## src/rtl/serial_detect_pkg.sv

```systemverilog
// Shared types and the Moore 10110 next-state function for the time-multiplexed detector.
package serial_detect_pkg;

  typedef enum logic [2:0] {
    S0 = 3'd0,
    S1 = 3'd1,
    S2 = 3'd2,
    S3 = 3'd3,
    S4 = 3'd4,
    S5 = 3'd5
  } det_state_t;

  // Overlapping detection: S5 continues as if "10" (on 0 -> S0) or "101" (on 1 -> S3).
  function automatic det_state_t det_next(det_state_t s, logic b);
    case (s)
      S0:      return b ? S1 : S0;
      S1:      return b ? S1 : S2;
      S2:      return b ? S3 : S0;
      S3:      return b ? S4 : S2;
      S4:      return b ? S1 : S5;
      S5:      return b ? S3 : S0;
      default: return S0;
    endcase
  endfunction

endpackage

```

## src/rtl/rr_arbiter.sv

```systemverilog
// Combinational round-robin arbiter: first request at or after ptr, wrapping upward.
module rr_arbiter #(
  parameter  int N  = 4,
  localparam int PW = $clog2(N)
) (
  input  logic [N-1:0]  req,
  input  logic [PW-1:0] ptr,
  output logic [N-1:0]  grant,
  output logic [PW-1:0] gidx
);

  logic          found;
  logic [PW-1:0] idx;

  always_comb begin
    grant = '0;
    gidx  = '0;
    found = 1'b0;
    idx   = '0;
    for (int o = 0; o < N; o++) begin
      idx = PW'((int'(ptr) + o) % N);
      if (!found && req[idx]) begin
        found      = 1'b1;
        grant[idx] = 1'b1;
        gidx       = idx;
      end
    end
  end

endmodule

```

## src/rtl/serial_detect_arbiter.sv

```systemverilog
// One shared 10110 detector serving N_CH serial channels, one granted bit per cycle.
module serial_detect_arbiter
  import serial_detect_pkg::*;
#(
  parameter  int N_CH  = 4,
  parameter  int CNT_W = 8,
  localparam int PW    = $clog2(N_CH)
) (
  input  logic                  clock,
  input  logic                  reset,
  input  logic [N_CH-1:0]       req,
  input  logic [N_CH-1:0]       j,
  input  logic [N_CH-1:0]       clr,
  output logic [N_CH-1:0]       grant,
  output logic [N_CH-1:0]       w,
  output logic                  hit_valid,
  output logic [PW-1:0]         hit_chan,
  output logic [N_CH*CNT_W-1:0] match_cnt
);

  logic [PW-1:0]                 rr_ptr_q, rr_ptr_d, gidx;
  logic [N_CH-1:0]               req_gated, hit_ch;
  det_state_t                    state_q [N_CH];
  det_state_t                    state_d [N_CH];
  det_state_t                    nxt;
  logic [N_CH-1:0][CNT_W-1:0]    cnt_q, cnt_d;
  logic                          hit_valid_q, hit_valid_d;
  logic [PW-1:0]                 hit_chan_q, hit_chan_d;

  // Gating req keeps grant low for the whole reset cycle, not just after the edge.
  assign req_gated = req & {N_CH{~reset}};

  rr_arbiter #(.N(N_CH)) u_arb (
    .req   (req_gated),
    .ptr   (rr_ptr_q),
    .grant (grant),
    .gidx  (gidx)
  );

  always_comb begin
    hit_ch = '0;
    nxt    = S0;
    for (int i = 0; i < N_CH; i++) begin
      state_d[i] = state_q[i];
      cnt_d[i]   = cnt_q[i];
      nxt        = det_next(state_q[i], j[i]);
      // clr wins over a same-cycle grant: the granted bit is simply dropped.
      if (clr[i]) begin
        state_d[i] = S0;
        cnt_d[i]   = '0;
      end else if (grant[i]) begin
        state_d[i] = nxt;
        if (nxt == S5) begin
          hit_ch[i] = 1'b1;
          if (cnt_q[i] != '1) cnt_d[i] = cnt_q[i] + 1'b1;
        end
      end
    end
  end

  always_comb begin
    rr_ptr_d = rr_ptr_q;
    if (|grant) rr_ptr_d = (gidx == PW'(N_CH - 1)) ? '0 : gidx + 1'b1;
    hit_valid_d = |hit_ch;
    hit_chan_d  = (|hit_ch) ? gidx : hit_chan_q;
  end

  always_ff @(posedge clock) begin
    if (reset) begin
      for (int i = 0; i < N_CH; i++) state_q[i] <= S0;
      cnt_q       <= '0;
      rr_ptr_q    <= '0;
      hit_valid_q <= 1'b0;
      hit_chan_q  <= '0;
    end else begin
      for (int i = 0; i < N_CH; i++) state_q[i] <= state_d[i];
      cnt_q       <= cnt_d;
      rr_ptr_q    <= rr_ptr_d;
      hit_valid_q <= hit_valid_d;
      hit_chan_q  <= hit_chan_d;
    end
  end

  always_comb begin
    for (int i = 0; i < N_CH; i++) w[i] = (state_q[i] == S5) && !reset;
  end

  assign hit_valid = hit_valid_q;
  assign hit_chan  = hit_chan_q;
  assign match_cnt = cnt_q;

endmodule

```

## config.mk

```make
export PLATFORM = sky130hd
export DESIGN_NAME = serial_detect_arbiter
export DESIGN_NICKNAME = d
export VERILOG_FILES = /design/src/rtl/serial_detect_pkg.sv /design/src/rtl/rr_arbiter.sv /design/src/rtl/serial_detect_arbiter.sv
export SDC_FILE = /design/constraint.sdc
export NUM_CORES = 1
export LEC_CHECK = 0
export BUFFER_PORTS_ARGS = -buffer_cell sky130_fd_sc_hd__buf_2
export CAP_MARGIN = 25
export CELL_PAD_IN_SITES_DETAIL_PLACEMENT = 1
export CELL_PAD_IN_SITES_GLOBAL_PLACEMENT = 2
export CORE_MARGIN = 2
export CORE_UTILIZATION = 31
export CTS_BUF_LIST = sky130_fd_sc_hd__clkbuf_8
export DETAILED_ROUTE_END_ITERATION = 8
export GPL_TIMING_DRIVEN = 1
export PLACE_DENSITY = 0.84
export SLEW_MARGIN = 20
export SYNTH_ARGS = -nofsm -noshare
export SYNTH_HDL_FRONTEND = slang
export SYNTH_SLANG_ARGS = --single-unit
```

## constraint.sdc

```tcl
create_clock -name clock -period 3.35 [get_ports clock]
set_clock_uncertainty 0.2 [all_clocks]
set_input_delay 0.67 -clock clock [delete_from_list [all_inputs] [get_ports clock]]
set_output_delay 0.67 -clock clock [all_outputs]
set_load 0.005 [all_outputs]
```

==> out/results.ini <==
[sta]
period_needed_ns=3.276
post-route-period-util_pct=97.80
setup_viol=0
holdWs_ns=0.3013
worstMarginPinSlew_ns=0.4720
worst_slack_ns=0.07385
drv_slew=0
hold_viol=0
rsz0062_at_grt=false
slew_headroom_pct=68.32
fin_tns_setup_ns=0
clock.fmax_mhz=305.2

[global_routing]
antenna_found_initial=0
grt_usage_pct=17.43
overflow=0
grt_pass1_vias=3313
grt_pass1_wl_um=16220
grt_start_max_net_pins=18

[critical_path]
cp.arrival_ns=2.41
crit_required_ns=2.48
reg2reg_to=hit_chan[1]
crit_type=flop to primary output
r2r_slack_ns=0.21
endpoint_kind=primary output
crit_slowest_cell=mux4_2
worstPathCellList=buf_4, mux4_2, and3_1, a31oi_1, nand3_1, buf_2
cp.depth=6
cp-start-kind=flop
worst-path-max-fanout=11
max_stage_delay_ns=0.59
cp_top_family=multiplexers
r2r_cells=7
path_buf_inv=2

[floorplan]
core_um2=10230
die_x_um=106.3
die_y_um=106.3
rows=37
io_pins=57
dieArea_um2=11300
initial_utilization_pct=31.70

[min_path]
holdPathEnd=match_cnt[21]
hold_path_class=flop to flop
hp-start=match_cnt[21]
whs_path_depth=2

[synth]
ys_types=58
yosys.area_share.xor_xnor_pct=0.2701
synth-async-reset-ratio_pct=0
synth_fa_ha_area_share_pct=4.630
synth-edff-count=0
synthCells=396
ys.flop_type=dfxtp_1
syn_area_um2=3243
synth_fp_nets=422
ys_seq_area_share_pct=30.25
synth_simple_gate_area_share_pct=30.32
ys_warn_count=0
synth_top_family_by_area=simple AND/OR/NAND/NOR gates
synthMuxAreaShare_pct=6.134
synth-compound-area-share_pct=23.96
avgSynthCellArea_um2=8.190
ys_ff_latch=49

[place]
post-dp-hpwl_um=7247
port_buffers=56
post-place-ws_ns=-0.03481
routabilityCongestion=0.8322

[route]
dr_wl_met2_um=4682
wl_per_cell_um=15.95
route.layer.met1.wl_um=4479
first_iter_violations=124
wl_met3_um=326
vias=3314
drtAntennaViolNets=0
top_layer=met4
drc=0
finalWirelength_um=9619
first_pass_iters=4
vias_per_cell=5.496

[clock_network]
clock_sinks=49
clockBufferDepth=2
htree_levels=2
clk_latency_ns=0.32
cts_tree=built
cts_buffers=5
cts.clk_slew.worst_paths_ns=0.09
root_buffer=clkbuf_8

[power]
power.density_nw_per_um2=395.8
switching_share_pct=36.89
switchingPower_mw=0.5758
power_frac_comb_pct=38.3
p_int_mw=0.9853
clkPwrFrac_pct=23.0
vdd_drop_max_mv=0.1887
p_seq_share_pct=38.8
p_leak_nw=1.561

[final_layout]
diodes=0
layout_commonest_cell=buf_2
nNetsFinal=492
area_delta_synth_final_pct=21.60
n_fill_cell=1259
drive_gt1_share_pct=24.84
layout_common_cells=buf_2 (56), dfxtp_1 (48), nand3_1 (27)

[flow_run]
maxCapViolations=0

[status]
outcome=complete, no violations

-- synth_stat cells (3+ instances only) --
master	count	area, um^2
mux2i_1	12	120.1
ha_1	12	150.1
o31ai_1	7	52.55
o41ai_1	3	26.28
nand2b_1	8	50.05
and3_1	18	112.6
nor3_1	12	60.06
a311oi_1	12	105.1
nand3b_1	4	30.03
nor2b_1	8	50.05
o21a_1	4	30.03
or4_1	7	52.55
nor2_1	19	71.32
a21boi_0	3	22.52
dfxtp_1	49	980.9
o21ai_1	4	20.02
inv_1	20	75.07
nand3_1	27	135.1
a31oi_1	11	68.82
o21ai_0	16	80.08
or2_2	6	37.54
and4_1	3	26.28
o21bai_1	3	22.52
nand2_1	24	90.09
clkbuf_1	7	26.28
nor4_2	3	37.54
buf_1	3	11.26
a21oi_1	26	130.1
buf_2	4	20.02
or3_1	18	112.6
a41o_1	4	40.04
mux2_2	3	33.78
-- worst max path at each step --
stage	from	slack [ns]	end
6_report	flop	0.07	grant[1]
5_1_grt	flop	0.001	grant[1]
4_1_cts	flop	0.02	grant[2]
3_5_place_dp	req[3]	-0.03	hit_chan[1]
3_3_place_gp	req[3]	0.04	hit_chan[1]
2_1_floorplan	flop	0.002	grant[3]
-- power groups by stage --
| stage | clock network [mW] | registers, mW | logic (mW) |
|---|---|---|---|
| after global routing | 0.395 | 0.607 | 0.655 |
| after global placement | 0 | 0.617 | 0.529 |
| after detailed placement | 0 | 0.617 | 0.545 |
| after CTS | 0.377 | 0.605 | 0.563 |
| after floorplan | 0 | 0.622 | 0.348 |
| final | 0.358 | 0.605 | 0.598 |
-- area by class of cell --
cell class,instances,area [um^2],share of cell area [%]
Multi-Input combinational cell,312,2183,55.36
Inverter,20,75.07,1.904
Timing Repair Buffer,78,449.2,11.39
Clock buffer,5,68.82,1.745
Tap cell,136,170.2,4.315
Clock inverter,3,15.01,0.3807
Sequential cell,49,982.2,24.90
-- metal layers --
metal / track usage [%] / up-vias
met5: 0 / -
met4: 5.075 / 0
met3: 3.066 / 11
met2: 30.08 / 57
met1: 22.18 / 1612
li1: - / 1634
-- worst reg2reg max path: cells and delay by family, from the launching register on --
kind                   cells  cell delay (ns)
AO/OA/AOI/OAI              2             0.60
buffers and inverters      1             0.20
flip-flops                 1             0.34
multiplexers               2             0.98
AND/OR/NAND/NOR            2             0.72
-- logic make-up after synthesis --
family / after synthesis
buffers and inverters: 35
XOR/XNOR: 1
AO/OA/AOI/OAI: 110
AND/OR/NAND/NOR: 172
adder cells (fa/ha/maj): 12
multiplexers: 17
flip-flops: 49
-- flip-flops by register name, indices dropped and copies added, names as in the netlist, named ones only --
signal,flops
match_cnt,32
state_q,12
hit_chan,2
hit_valid,1
rr_ptr_q,1
-- per-stage QoR --
step	instance area, um^2	cells	total power, mW	util [%]
2_1_floorplan	3253	396	0.9697	-
3_3_place_gp	3770	591	1.146	36.85
3_5_place_dp	3770	591	1.163	36.85
4_1_cts	3897	602	1.545	38.09
5_1_grt	3944	603	1.657	38.55
6_report	3944	603	1.561	38.55
-- what timing repair did --
| action | CTS | global route |
|---|---|---|
| setup buffers | 3 | 1 |
| pin swaps | 3 | 3 |
| endpoints found under the setup margin | 4 | 4 |
| cloned | 0 | 0 |
| hold buffers | 0 | 0 |
| endpoints found under the hold margin | 0 | 0 |
| gates resized for setup | 5 | 7 |
(Power assumes the default switching activity.)
